--- config.mk ---
export PLATFORM = sky130hd
export DESIGN_NAME = im_loader
export DESIGN_NICKNAME = d
export VERILOG_FILES = /design/src/rtl/im_loader_pkg.sv /design/src/rtl/im_loader.sv
export SDC_FILE = /design/constraint.sdc
export NUM_CORES = 1
export LEC_CHECK = 0
export CAP_MARGIN = 20
export CELL_PAD_IN_SITES_DETAIL_PLACEMENT = 2
export CELL_PAD_IN_SITES_GLOBAL_PLACEMENT = 2
export CORE_MARGIN = 8
export CORE_UTILIZATION = 37
export CTS_CLUSTER_DIAMETER = 150
export DETAILED_ROUTE_END_ITERATION = 12
export PLACE_DENSITY_LB_ADDON = 0.1
export RECOVER_POWER = 100
export SKIP_CTS_REPAIR_TIMING = 1
export SYNTH_ARGS = -nofsm -noshare
export SYNTH_HDL_FRONTEND = slang
export SYNTH_SLANG_ARGS = --single-unit
export TNS_END_PERCENT = 100
--- constraint.sdc ---
create_clock -name clk -period 4.5 [get_ports clk]
set_clock_uncertainty 0.1 [all_clocks]
set_input_delay 0.45 -clock clk [delete_from_list [all_inputs] [get_ports clk]]
set_output_delay 0.45 -clock clk [all_outputs]
set_load 0.01 [all_outputs]
--- src/rtl/im_loader_pkg.sv ---
// Shared definitions for the instruction-memory loader: FSM states and framing constants.
package im_loader_pkg;

    typedef enum logic [2:0] {
        IDLE,
        LEN,
        ADDR,
        DATA,
        CSUM
    } loaderState_t;

    localparam logic [7:0] SYNC_BYTE_DEFAULT  = 8'hA5;
    localparam bit         LEN_ZERO_MEANS_256 = 1'b1;

endpackage

--- src/rtl/im_loader.sv ---
// Frame-driven instruction-memory loader: writes payload bytes to sequential addresses
// and holds the processor in reset until a frame with a good checksum has landed.
module im_loader
    import im_loader_pkg::*;
#(
    parameter int         ADDR_W    = 8,
    parameter int         DATA_W    = 8,
    parameter logic [7:0] SYNC_BYTE = SYNC_BYTE_DEFAULT
) (
    input  logic              clk,
    input  logic              rst_n,
    input  logic [7:0]        in_data,
    input  logic              in_valid,
    output logic              in_ready,
    output logic              im_we,
    output logic [ADDR_W-1:0] im_addr,
    output logic [DATA_W-1:0] im_wdata,
    output logic              cpu_hold,
    output logic              load_done,
    output logic              load_err
);

    loaderState_t      state;
    logic [7:0]        sum;
    logic [8:0]        count;
    logic [ADDR_W-1:0] wptr;
    logic              accept;
    logic [7:0]        sumNext;

    // The loader never applies backpressure.
    assign in_ready = 1'b1;
    assign accept   = in_valid && in_ready;
    assign sumNext  = sum + in_data;

    // Frame parser; the write strobe is a one-cycle pulse following each accepted payload byte.
    always_ff @(posedge clk or negedge rst_n) begin
        if (!rst_n) begin
            state     <= IDLE;
            sum       <= '0;
            count     <= '0;
            wptr      <= '0;
            im_we     <= 1'b0;
            im_addr   <= '0;
            im_wdata  <= '0;
            cpu_hold  <= 1'b1;
            load_done <= 1'b0;
            load_err  <= 1'b0;
        end else begin
            im_we <= 1'b0;
            if (accept) begin
                case (state)
                    IDLE: begin
                        if (in_data == SYNC_BYTE) begin
                            state <= LEN;
                            if (!cpu_hold) begin
                                cpu_hold  <= 1'b1;
                                load_done <= 1'b0;
                                load_err  <= 1'b0;
                            end
                        end
                    end
                    LEN: begin
                        if (LEN_ZERO_MEANS_256 && in_data == 8'h00)
                            count <= 9'd256;
                        else
                            count <= {1'b0, in_data};
                        sum   <= in_data;
                        state <= ADDR;
                    end
                    ADDR: begin
                        wptr  <= ADDR_W'(in_data);
                        sum   <= sumNext;
                        state <= DATA;
                    end
                    DATA: begin
                        im_we    <= 1'b1;
                        im_addr  <= wptr;
                        im_wdata <= DATA_W'(in_data);
                        wptr     <= wptr + 1'b1;
                        sum      <= sumNext;
                        count    <= count - 9'd1;
                        if (count == 9'd1)
                            state <= CSUM;
                    end
                    CSUM: begin
                        if (sumNext == 8'h00) begin
                            load_done <= 1'b1;
                            load_err  <= 1'b0;
                            cpu_hold  <= 1'b0;
                        end else begin
                            load_done <= 1'b0;
                            load_err  <= 1'b1;
                        end
                        state <= IDLE;
                    end
                    default: state <= IDLE;
                endcase
            end
        end
    end

endmodule

==> results.md, run 1 <==
- Die ar.: ~10,000 µm²
- Hpwl dp: ~5.8 mm
- DRC Markers: 0
- LEAKAGE: around 0.0014 µW
- # diodes: 0
- CP Data Required Time: about 4.6 ns
- Fin crit share: 0.695
- Power per standard cell area: 620 nW/µm²
- Post-Syn Area per Cell: 9.35 µm²
- Slew headroom: -0.785
- Htree depth: 2
- Most frequent cell after synthesis: dfrtp_1
- CTS root buf: clkbuf_8
- WS Path Type: in2reg
- Die width: 101 µm
- Layout cells sized above 1: 0.0692
- Max-slew violations: 49
- Drt wl/cell: roughly 19 µm
- First-pass GRT wire length: about 13 mm
- Layout area overhead: 16.5%
- IO buf count: 30
- Hold Path Class: reg2reg
- Synth cell types: between 50 and 60
- Adder-cell share of the synthesized area: 0.0537
- Fillers: just under 800
- Drt total wl: just under 8 mm
- Setup-failing EPs final: 0
- Synth Area in Simple Gates: 0.164
- FF-to-FF setup slack: about 1.7 ns
- R2R cell count: 7
- Fin. Hold Viols: 0
- Top FF cell, synth: dfrtp_1
- Nature of the critical path startpoint: primary input
- Tightest Pin Transition: around 2.7 ns
- Crit path DAT: approximately 3.3 ns
- F_max: 320 MHz
- Reg clk slew, reported paths: 0.08 ns
- TNS Setup: 0 ns
- Largest net degree at the start of global routing: just under 50
- Initial core utilization: 0.377
- CP Capture Type: register
- Failing checks: max-capacitance violations, max-slew violations
- CTS sink count: 48
- Post-synth top area share: 0.435
- Post-synthesis sequential area ratio: 0.445
- Worst-skew pair later-pin latency: about 0.30 ns
- Multiplexer share of the synthesized area: 0.0889
- Tmin final: between 3 and 4 ns
- Gr usage total: 0.165
- Max Cap Viol: 1
- Synth Area in Compound Gates: 0.190
- Main area contributors after synthesis: dfrtp_1, ha_1, mux2_2
- Die Y: between 100 and 150 µm
- I/O pins: 32
- Yosys top cell by area: dfrtp_1
- Critical Path Sink: load_done
- DRT antenna net count: 0
- Site row count: 31
- RSZ-0062 raised after global routing: false
- CTS buffer count: 5
- 1st-iter DRT viols: 56
- Vias in the first global route: about 2,500
- Mapped cell area: between 2000 and 3000 µm²
- Core Area: approximately 7000 µm²
- Initial antenna violation count: 0
- Post-synth EDFFs: 0
- Mapped Cells: ~290
- Largest family of logic cells by synthesized area: compound AO/OA/AOI/OAI gates
- Worst ir drop on vdd: 0.000217 V
- Non-Filler Instances: 417
- Final RePlAce weighted congestion: about 0.78
- Pre-antenna DRT Iters: 4
- Status: finished, violations left
- Async S/R FF share, synth: 1.00
- Via count: ~2,300
- Post-synthesis xor/xnor area fraction: 0.0162
- CTS tree: built
- Crit Path Max Fanout: 7
- NumNets Final: 340
- GRT overflow: 0
- #FFs+latches synth: 48
- RR Endpoint: count[8]
- Crit. Startpoint: in_data[0]
- Vias per cell: 5.51
- Post-Syn Nets: 311
- Post-synth top cells: dfrtp_1, nand2_1, nor2_1, o21ai_1, a21oi_1
- Yosys Warn Count: 0
- RR Startpoint: state[1]
- Placed instance count: around 410
- Clk buf depth: 2
-- logic make-up after synthesis --
family	count (synthesis)
compound gates	84
xor+xnor	5
fa+ha+maj	11
buf+inv	25
flops	48
mux	22
other cells	1
simple gates	93
-- power by group --
| part | leakage, µW | total, µW | internal (µW) | switching, µW |
|---|---|---|---|---|
| Combinational | 0.000770 | 949 | 420 | 528 |
| Sequential | 0.000572 | 754 | 608 | 146 |
| Clock | 0.0000410 | 249 | 106 | 143 |
| Total | 0.00138 | 1950 | 1130 | 817 |
-- state kept, by name (all words and copies together), names as in the netlist --
name,flops
load_done,1
wptr,8
cpu_hold,1
count,9
load_err,1
sum,8
state,3
im_we,1
im_addr,8
im_wdata,8
-- layout make-up --
cell class | instances | area, µm² | area share
inverter | 13 | 48.8 | 0.0155
tap | 99 | 124 | 0.0393
timing repair buffer | 34 | 314 | 0.0998
multi-input combinational | 216 | 1380 | 0.439
clock buffer | 6 | 72.6 | 0.0231
clock inverter | 1 | 5.00 | 0.00159
sequential | 48 | 1200 | 0.382
-- how the worst min path moves through the flow --
stage	start	endpoint	cells past startpoint
5_1_grt	im_addr[3]	im_addr[3]	1
2_1_floorplan	rst_n	count[0]	0
4_1_cts	rst_n	count[6]	2
3_3_place_gp	load_done	load_done	1
3_5_place_dp	im_addr[3]	im_addr[3]	1
6_report	load_done	load_done	1
-- worst max-delay path, stage by stage --
cell	delay (ns)
dlygate4sd3_1	0.68
ha_1	0.25
inv_1	0.07
fa_1	0.39
nand2b_1	0.21
a21o_1	0.18
a311o_1	0.32
nand2b_1	0.17
nor4_1	0.42
a21o_1	0.13
-- routing by layer --
metal / track usage / share of wire
met2: 0.274 / 0.47
met3: 0.0323 / 0.035
met5: 0 / 0
met4: 0.0344 / 0.0088
met1: 0.218 / 0.49
-- through the flow --
| stage | hold slack [ns] | power, µW | util | setup WS [ns] | instance area, µm² |
|---|---|---|---|---|---|
| 4_1_cts | 0.171 | 2030 | 0.440 | 1.52 | 3160 |
| 3_5_place_dp | 0.389 | 1770 | 0.430 | 1.23 | 3080 |
| 5_1_grt | 0.420 | 2120 | 0.439 | 1.21 | 3150 |
| 3_3_place_gp | 0.371 | 1720 | 0.430 | 1.34 | 3080 |
| 2_1_floorplan | 0.0544 | 1400 | - | 2.10 | 2700 |
| 6_report | 0.395 | 1950 | 0.439 | 1.37 | 3150 |
-- cell usage in the layout, fill, tap and decap left out, drive strengths merged, types with 2 or more instances in the layout --
cell type,n
nor3b,5
and3,4
ha,10
a21o,2
a311o,2
nand3,7
nor2,29
a31oi,2
a22oi,4
inv,13
mux2,16
o21bai,2
clkdlybuf4s50,5
nor4,3
a21oi,18
nand2b,3
dlygate4sd3,24
clkbuf,9
nand2,28
mux2i,6
nor2b,3
a41oi,2
dfrtp,47
buf,2
xor2,4
nor3,6
o21ai,38
a211oi,4
(Power assumes the default switching activity.)
==> run 2, diff against run 1 <==
--- a/config.mk
+++ b/config.mk
@@ -9,7 +9,7 @@
 export CELL_PAD_IN_SITES_DETAIL_PLACEMENT = 2
 export CELL_PAD_IN_SITES_GLOBAL_PLACEMENT = 2
 export CORE_MARGIN = 8
-export CORE_UTILIZATION = 37
+export CORE_UTILIZATION = 31
 export CTS_CLUSTER_DIAMETER = 150
 export DETAILED_ROUTE_END_ITERATION = 12
 export PLACE_DENSITY_LB_ADDON = 0.1
==> constraint.sdc (replaced) <==
create_clock -name clk -period 2.8 [get_ports clk]
set_clock_uncertainty 0.1 [all_clocks]
set_input_delay 0.28 -clock clk [delete_from_list [all_inputs] [get_ports clk]]
set_output_delay 0.28 -clock clk [all_outputs]
set_load 0.01 [all_outputs]
==> run 2 against run 1 <==
  * The run now ends clean
  * Core utilization shrank 5.7 points
  * Register-to-register slack worse by 1.4 ns
  * Combinational power up 65%
  * Hold slack better by 0.0023 ns
  * Non-clock buffer count is 14 higher
  * Wire length is 4.1% higher
  * Sequential share of layout area shrank 1.6 points
  * Critical path type unchanged
==> results.md, run 2 (synthesis gave the netlist of run 1 again) <==
- Status: finished clean
- Worst ir drop on vdd: 0.000304 V (+40%)
- FF-to-FF setup slack: 0.28 ns (-1.39 ns)
- GRT overflow: 0 (unchanged)
- Vias per cell: 5.26 (-4.5%)
- Nature of the critical path startpoint: primary input
- RR Endpoint: load_done
- RR Startpoint: sum[0]
- Drt wl/cell: 18.8 µm (-1.6%)
- Crit path DAT: 2.75 ns (-0.51 ns)
- Core Area: 8590 µm² (+20%)
- IO buf count: 30 (unchanged)
- Max FFs per register: 9 (unchanged)
- Pre-antenna DRT Iters: 4 (unchanged)
- WS Path Type: in2reg
- Via count: 2,320 (+0.96%)
- Flop pwr share: 0.372 (-0.014)
- Largest net degree at the start of global routing: 29 (-41%)
- Power per standard cell area: 973 nW/µm² (+57%)
- Switching Power: 1340 µW (+64%)
- Fin crit share: 0.931
- F_max: 384 MHz
- Hold Path Class: reg2reg
- Site row count: 34 (+9.7%)
- Hold Crit Start: im_addr[6]
- Die Y: 109 µm (+7.8%)
- Switching part of the total: 0.420 (+0.000773)
- Max Cap Viol: 0 (-1)
- TNS Setup: 0 ns (unchanged)
- Tightest Pin Transition: 1.35 ns (-1.33 ns)
- LEAKAGE: 0.00145 µW (+4.6%)
- Layout area overhead: 21.4%
- Htree depth: 2 (unchanged)
- Max-slew violations: 0 (-100%)
- Slew headroom: 0.102 (+0.887)
- Final core utilization: 0.382 (-0.0568)
- Largest Register: count
- Min Hold Slack: 0.397 ns (+0.00228 ns)
- Worst hold path depth: 1 (unchanged)
- First-pass GRT wire length: 14.0 mm (+4.4%)
- Die ar.: 12,000 µm² (+16%)
- Worst-skew pair later-pin latency: 0.31 ns (about the same)
- NumNets Final: 354 (+4.1%)
- Final RePlAce weighted congestion: 0.753 (-3.7%)
- Reg clk slew, reported paths: 0.10 ns (+0.02 ns)
- Critical Path Sink: load_done
- R2R cell count: 9 (+2)
- Setup-failing EPs final: 0 (unchanged)
- Logic pwr share: 0.491 (+0.005)
- CTS root buf: clkbuf_8
- Initial core utilization: 0.315 (-0.0621)
- CTS buffer count: 5 (unchanged)
- # diodes: 0 (unchanged)
- CP Data Required Time: 2.95 ns (-1.69 ns)
- Tmin final: between 2 and 3 ns
- RSZ-0062 raised after global routing: false
- CP Capture Type: register
- DRT antenna net count: 0 (unchanged)
- I/O pins: 32 (unchanged)
- Clk pwr share: 0.137 (+0.010)
- Commonest non-fill, non-tap cell in the layout: dfrtp_1
- Hpwl dp: 6.18 mm (+5.9%)
- CTS sink count: 48 (unchanged)
- Die width: 109 µm (+7.8%)
- Drt total wl: 8.28 mm (+4.1%)
- Initial antenna violation count: 0 (unchanged)
- Internal cell power: 1850 µW (+63%)
- Fin. Hold Viols: 0 (unchanged)
- Most frequent cells in the layout: dfrtp_1, o21ai_0, nor2_1, nand2_1, dlygate4sd3_1
- Gr usage total: 0.150 (-0.0155)
- Vias in the first global route: 2,629 (+3.2%)
- Crit Path Max Fanout: 3 (-4)
- Clk buf depth: 2 (unchanged)
- Crit. Startpoint: in_data[0]
- 1st-iter DRT viols: 51 (-8.9%)
- Layout cells sized above 1: 0.117 (+0.0479)
- DRC Markers: 0 (unchanged)
- CTS tree: built
run 2: cell types whose count changed in the layout (fill, tap and decap cells not counted), moves of 2 or more:
cell / before / now
buf_4: 1 / 13
clkbuf_2: 0 / 3
dlygate4sd3_1: 24 / 21
clkbuf_1: 4 / 2
clkinvlp_4: 0 / 2
clkdlybuf4s50_1: 5 / 9
run 2: how the worst min path moves through the flow:
stage	endpoint	slack [ns]
after floorplan	count[0]	-0.12
after global placement	count[8]	0.21
after detailed placement	count[6]	0.21
after CTS	im_addr[6]	-0.14
after global routing	load_done	0.43
final	im_addr[6]	0.40
run 2: area by class of cell:
class	count	area [µm²]
Clock buffer	5	68.8
Clock inverter	3	23.8
Fill cell	982	5310
Inverter	13	48.8
Multi-Input combinational cell	216	1380
Sequential cell	48	1200
Tap cell	108	135
Timing Repair Buffer	48	420
run 2: power by group through the flow:
| stage | sequential (µW) | clock (µW) | combinational, µW |
|---|---|---|---|
| finish | 1190 | 436 | 1570 |
| detailed placement | 1210 | 0 | 1660 |
| global placement | 1200 | 0 | 1610 |
| floorplan | 1200 | 0 | 1050 |
| CTS | 1200 | 457 | 1680 |
| global route | 1230 | 483 | 1780 |
run 2: per-stage QoR:
stage	area, µm²	instances	setup WS [ns]	power, µW
after global placement	3200	432	-0.0531	2810
final	3280	441	0.193	3190
after CTS	3290	440	0.187	3330
after detailed placement	3200	432	-0.130	2870
after floorplan	2700	289	0.522	2250
after global routing	3280	441	0.00826	3490
run 2: layer usage:
metal  part of all wire  GRT usage  routed length, µm  vias to the layer above
met4             0.0069     0.0289                 57                        0
met2               0.47      0.247               3880                       29
li1                   -          -                  -                     1113
met5                  0          0                  0                        -
met1               0.49      0.199               4090                     1169
met3              0.031     0.0317                258                        9
run 2: critical path, cell delays in order:
cell and delay [ns]:
clkdlybuf4s50_1 0.49, ha_1 0.17, inv_1 0.06, fa_1 0.40, nand2b_1 0.21, a21o_1 0.18
a311o_1 0.32, nand2b_1 0.17, nor4_2 0.35, a21o_1 0.13
==> run 3, diff against run 2 <==
--- a/config.mk
+++ b/config.mk
@@ -8,13 +8,15 @@
 export CAP_MARGIN = 20
 export CELL_PAD_IN_SITES_DETAIL_PLACEMENT = 2
 export CELL_PAD_IN_SITES_GLOBAL_PLACEMENT = 2
-export CORE_MARGIN = 8
+export CORE_MARGIN = 3
 export CORE_UTILIZATION = 31
 export CTS_CLUSTER_DIAMETER = 150
 export DETAILED_ROUTE_END_ITERATION = 12
 export PLACE_DENSITY_LB_ADDON = 0.1
 export RECOVER_POWER = 100
+export REMOVE_ABC_BUFFERS = 1
 export SKIP_CTS_REPAIR_TIMING = 1
+export SKIP_LAST_GASP = 1
 export SYNTH_ARGS = -nofsm -noshare
 export SYNTH_HDL_FRONTEND = slang
 export SYNTH_SLANG_ARGS = --single-unit
==> run 3 against run 2 <==
  * Combinational power hardly changed
  * Maximum frequency grew 0.62%
  * Via count down 0.34%
  * Hold slack got worse by 0.011 ns
  * Sequential power is essentially flat
  * Critical path depth unchanged
  * Wire length shrank 2.4%
  * Register-to-register slack improved by 0.05 ns
  * Count of clock-buffer cells in the layout grew 1
  * Largest power group unchanged
  * Sequential cell count did not move
  * Largest cell class unchanged
==> results.md, run 3 (synthesis gave the netlist of run 1 again) <==
- Crit path DAT: 2.73 ns (-0.02 ns)
- Crit Path Max Fanout: 3 (unchanged)
- Register Area: 1200 µm² (unchanged)
- Fin crit share: 0.925 (-0.00576)
- LEAKAGE: 0.00144 µW (-0.18%)
- Clk buf depth: 2 (unchanged)
- Initial core utilization: 0.324 (+0.00953)
- CTS buffer count: 5 (unchanged)
- WS Path Type: in2reg
- Die Y: 99.4 µm (-9.1%)
- # diodes: 0 (unchanged)
- CP Data Required Time: 2.94 ns (about the same)
- Max Cap Viol: 0 (unchanged)
- Initial antenna violation count: 0 (unchanged)
- I/O pins: 32 (unchanged)
- RSZ-0062 raised after global routing: false
- DRC Markers: 0 (unchanged)
- Pre-antenna DRT Iters: 4 (unchanged)
- Slew headroom: 0.241 (+0.139)
- F_max: 386 MHz (+0.62%)
- DRT antenna net count: 0 (unchanged)
- IO buf count: 30 (unchanged)
- Multi-input gate area: 1380 µm² (unchanged)
- CTS sink count: 48 (unchanged)
- CTS root buf: clkbuf_8
- Drt wl/cell: 18.5 µm (-1.5%)
- Gr usage total: 0.178 (+0.0282)
- CP Cell Sequence: clkdlybuf4s50_1, ha_1, inv_1, fa_1, nand2b_1, a21o_1, a311o_1, nand2b_1, nor4_2, a21o_1
- Delay of the slowest cell on the worst path: 0.50 ns (about the same)
- NumNets Final: 353 (-0.28%)
- Commonest non-fill, non-tap cell in the layout: dfrtp_1
- Tightest Pin Transition: 1.13 ns (-0.220 ns)
- Largest Register: count
- Status: finished clean
- Core Area: 8340 µm² (-2.9%)
- Tmin final: 2.59 ns (-0.0161 ns)
- Drt total wl: 8.08 mm (-2.4%)
- Final RePlAce weighted congestion: 0.777 (+3.2%)
- CP Capture Type: register
- Htree depth: 2 (unchanged)
- Setup-failing EPs final: 0 (unchanged)
- Die ar.: 9870 µm² (-17%)
- Most frequent cells in the layout: dfrtp_1, o21ai_0, nor2_1, nand2_1, dlygate4sd3_1
- Fin. Hold Viols: 0 (unchanged)
- Site row count: 33 (-2.9%)
- Nature of the critical path startpoint: primary input
- Worst-skew pair later-pin latency: 0.31 ns (about the same)
- Worst ir drop on vdd: 0.000360 V (+19%)
- Via count: 2,312 (-0.34%)
- Setup slack after layout: 0.209 ns (+0.0161 ns)
- Power per standard cell area: 984 nW/µm² (+1.1%)
- Max FFs per register: 9 (unchanged)
- CP bufs+invs: 2 (unchanged)
- Die width: 99.4 µm (-9.1%)
- Fillers: 940 (-4.3%)
- Largest net degree at the start of global routing: 34 (+17%)
- 1st-iter DRT viols: 80 (+57%)
- Reg clk slew, reported paths: 0.08 ns (-0.02 ns)
- CTS tree: built
- Max-slew violations: 0 (unchanged)
- Layout cells sized above 1: 0.108 (-0.00868)
- First-pass GRT wire length: 14.0 mm (-0.10%)
- GRT overflow: 0 (unchanged)
- Hpwl dp: 5.99 mm (-3.1%)
- Layout area overhead: 21.2%
- Pre-CTS setup slack: -0.108 ns (+0.0216 ns)
- Vias in the first global route: 2,567 (-2.4%)
- Critical-path cell with the highest stage delay: clkdlybuf4s50_1
- Vias per cell: 5.29 (+0.57%)
- Non-Filler Instances: 437 (-0.91%)
- CP delay by family, top: simple AND/OR/NAND/NOR gates
- Placed instance count: 428 (-0.93%)
- Hold Path Class: reg2reg
## run 3: area by class of cell
class / count / area share
multi-input cells: 216 / 0.422
flip-flops and latches: 48 / 0.367
repair buffers: 47 / 0.126
well taps: 105 / 0.0401
clock buffers: 6 / 0.0252
inverters: 13 / 0.0149
clock inverters: 2 / 0.00459
## run 3: per-stage QoR
stage | utilization | total power (µW) | setup TNS [ns] | hold WS (ns) | area [µm²]
after floorplan | - | 2210 | 0 | -0.116 | 2640
after global placement | 0.382 | 2810 | -0.0439 | 0.117 | 3190
after detailed placement | 0.382 | 2880 | -0.198 | 0.115 | 3190
after CTS | 0.394 | 3350 | 0 | -0.230 | 3290
after global routing | 0.393 | 3550 | 0 | 0.432 | 3270
final | 0.393 | 3220 | 0 | 0.386 | 3270
## run 3: worst paths after layout
kind / start / end / slack [ns] / cells past startpoint
max: in_data[0] / load_done / 0.21 / 10
min: load_done / load_done / 0.39 / 1
min reg2reg: load_done / load_done / 0.39 / 1
max reg2reg: sum[0] / load_done / 0.33 / 9
max in group asynchronous: rst_n / sum[3] / 0.74 / 3
min in group asynchronous: rst_n / count[8] / 0.48 / 2
## run 3: per-layer routing
layer | vias up | wire [µm] | track usage
li1 | 1114 | - | -
met1 | 1164 | 4010 | 0.252
met2 | 30 | 3790 | 0.293
met3 | 4 | 209 | 0.0224
met4 | 0 | 63 | 0.0378
met5 | - | 0 | 0
## run 3: power by group
group / switching [µW] / internal [µW] / total, µW
clock: 248 / 200 / 449
sequential: 228 / 977 / 1200
combinational: 858 / 709 / 1570
total: 1330 / 1890 / 3220
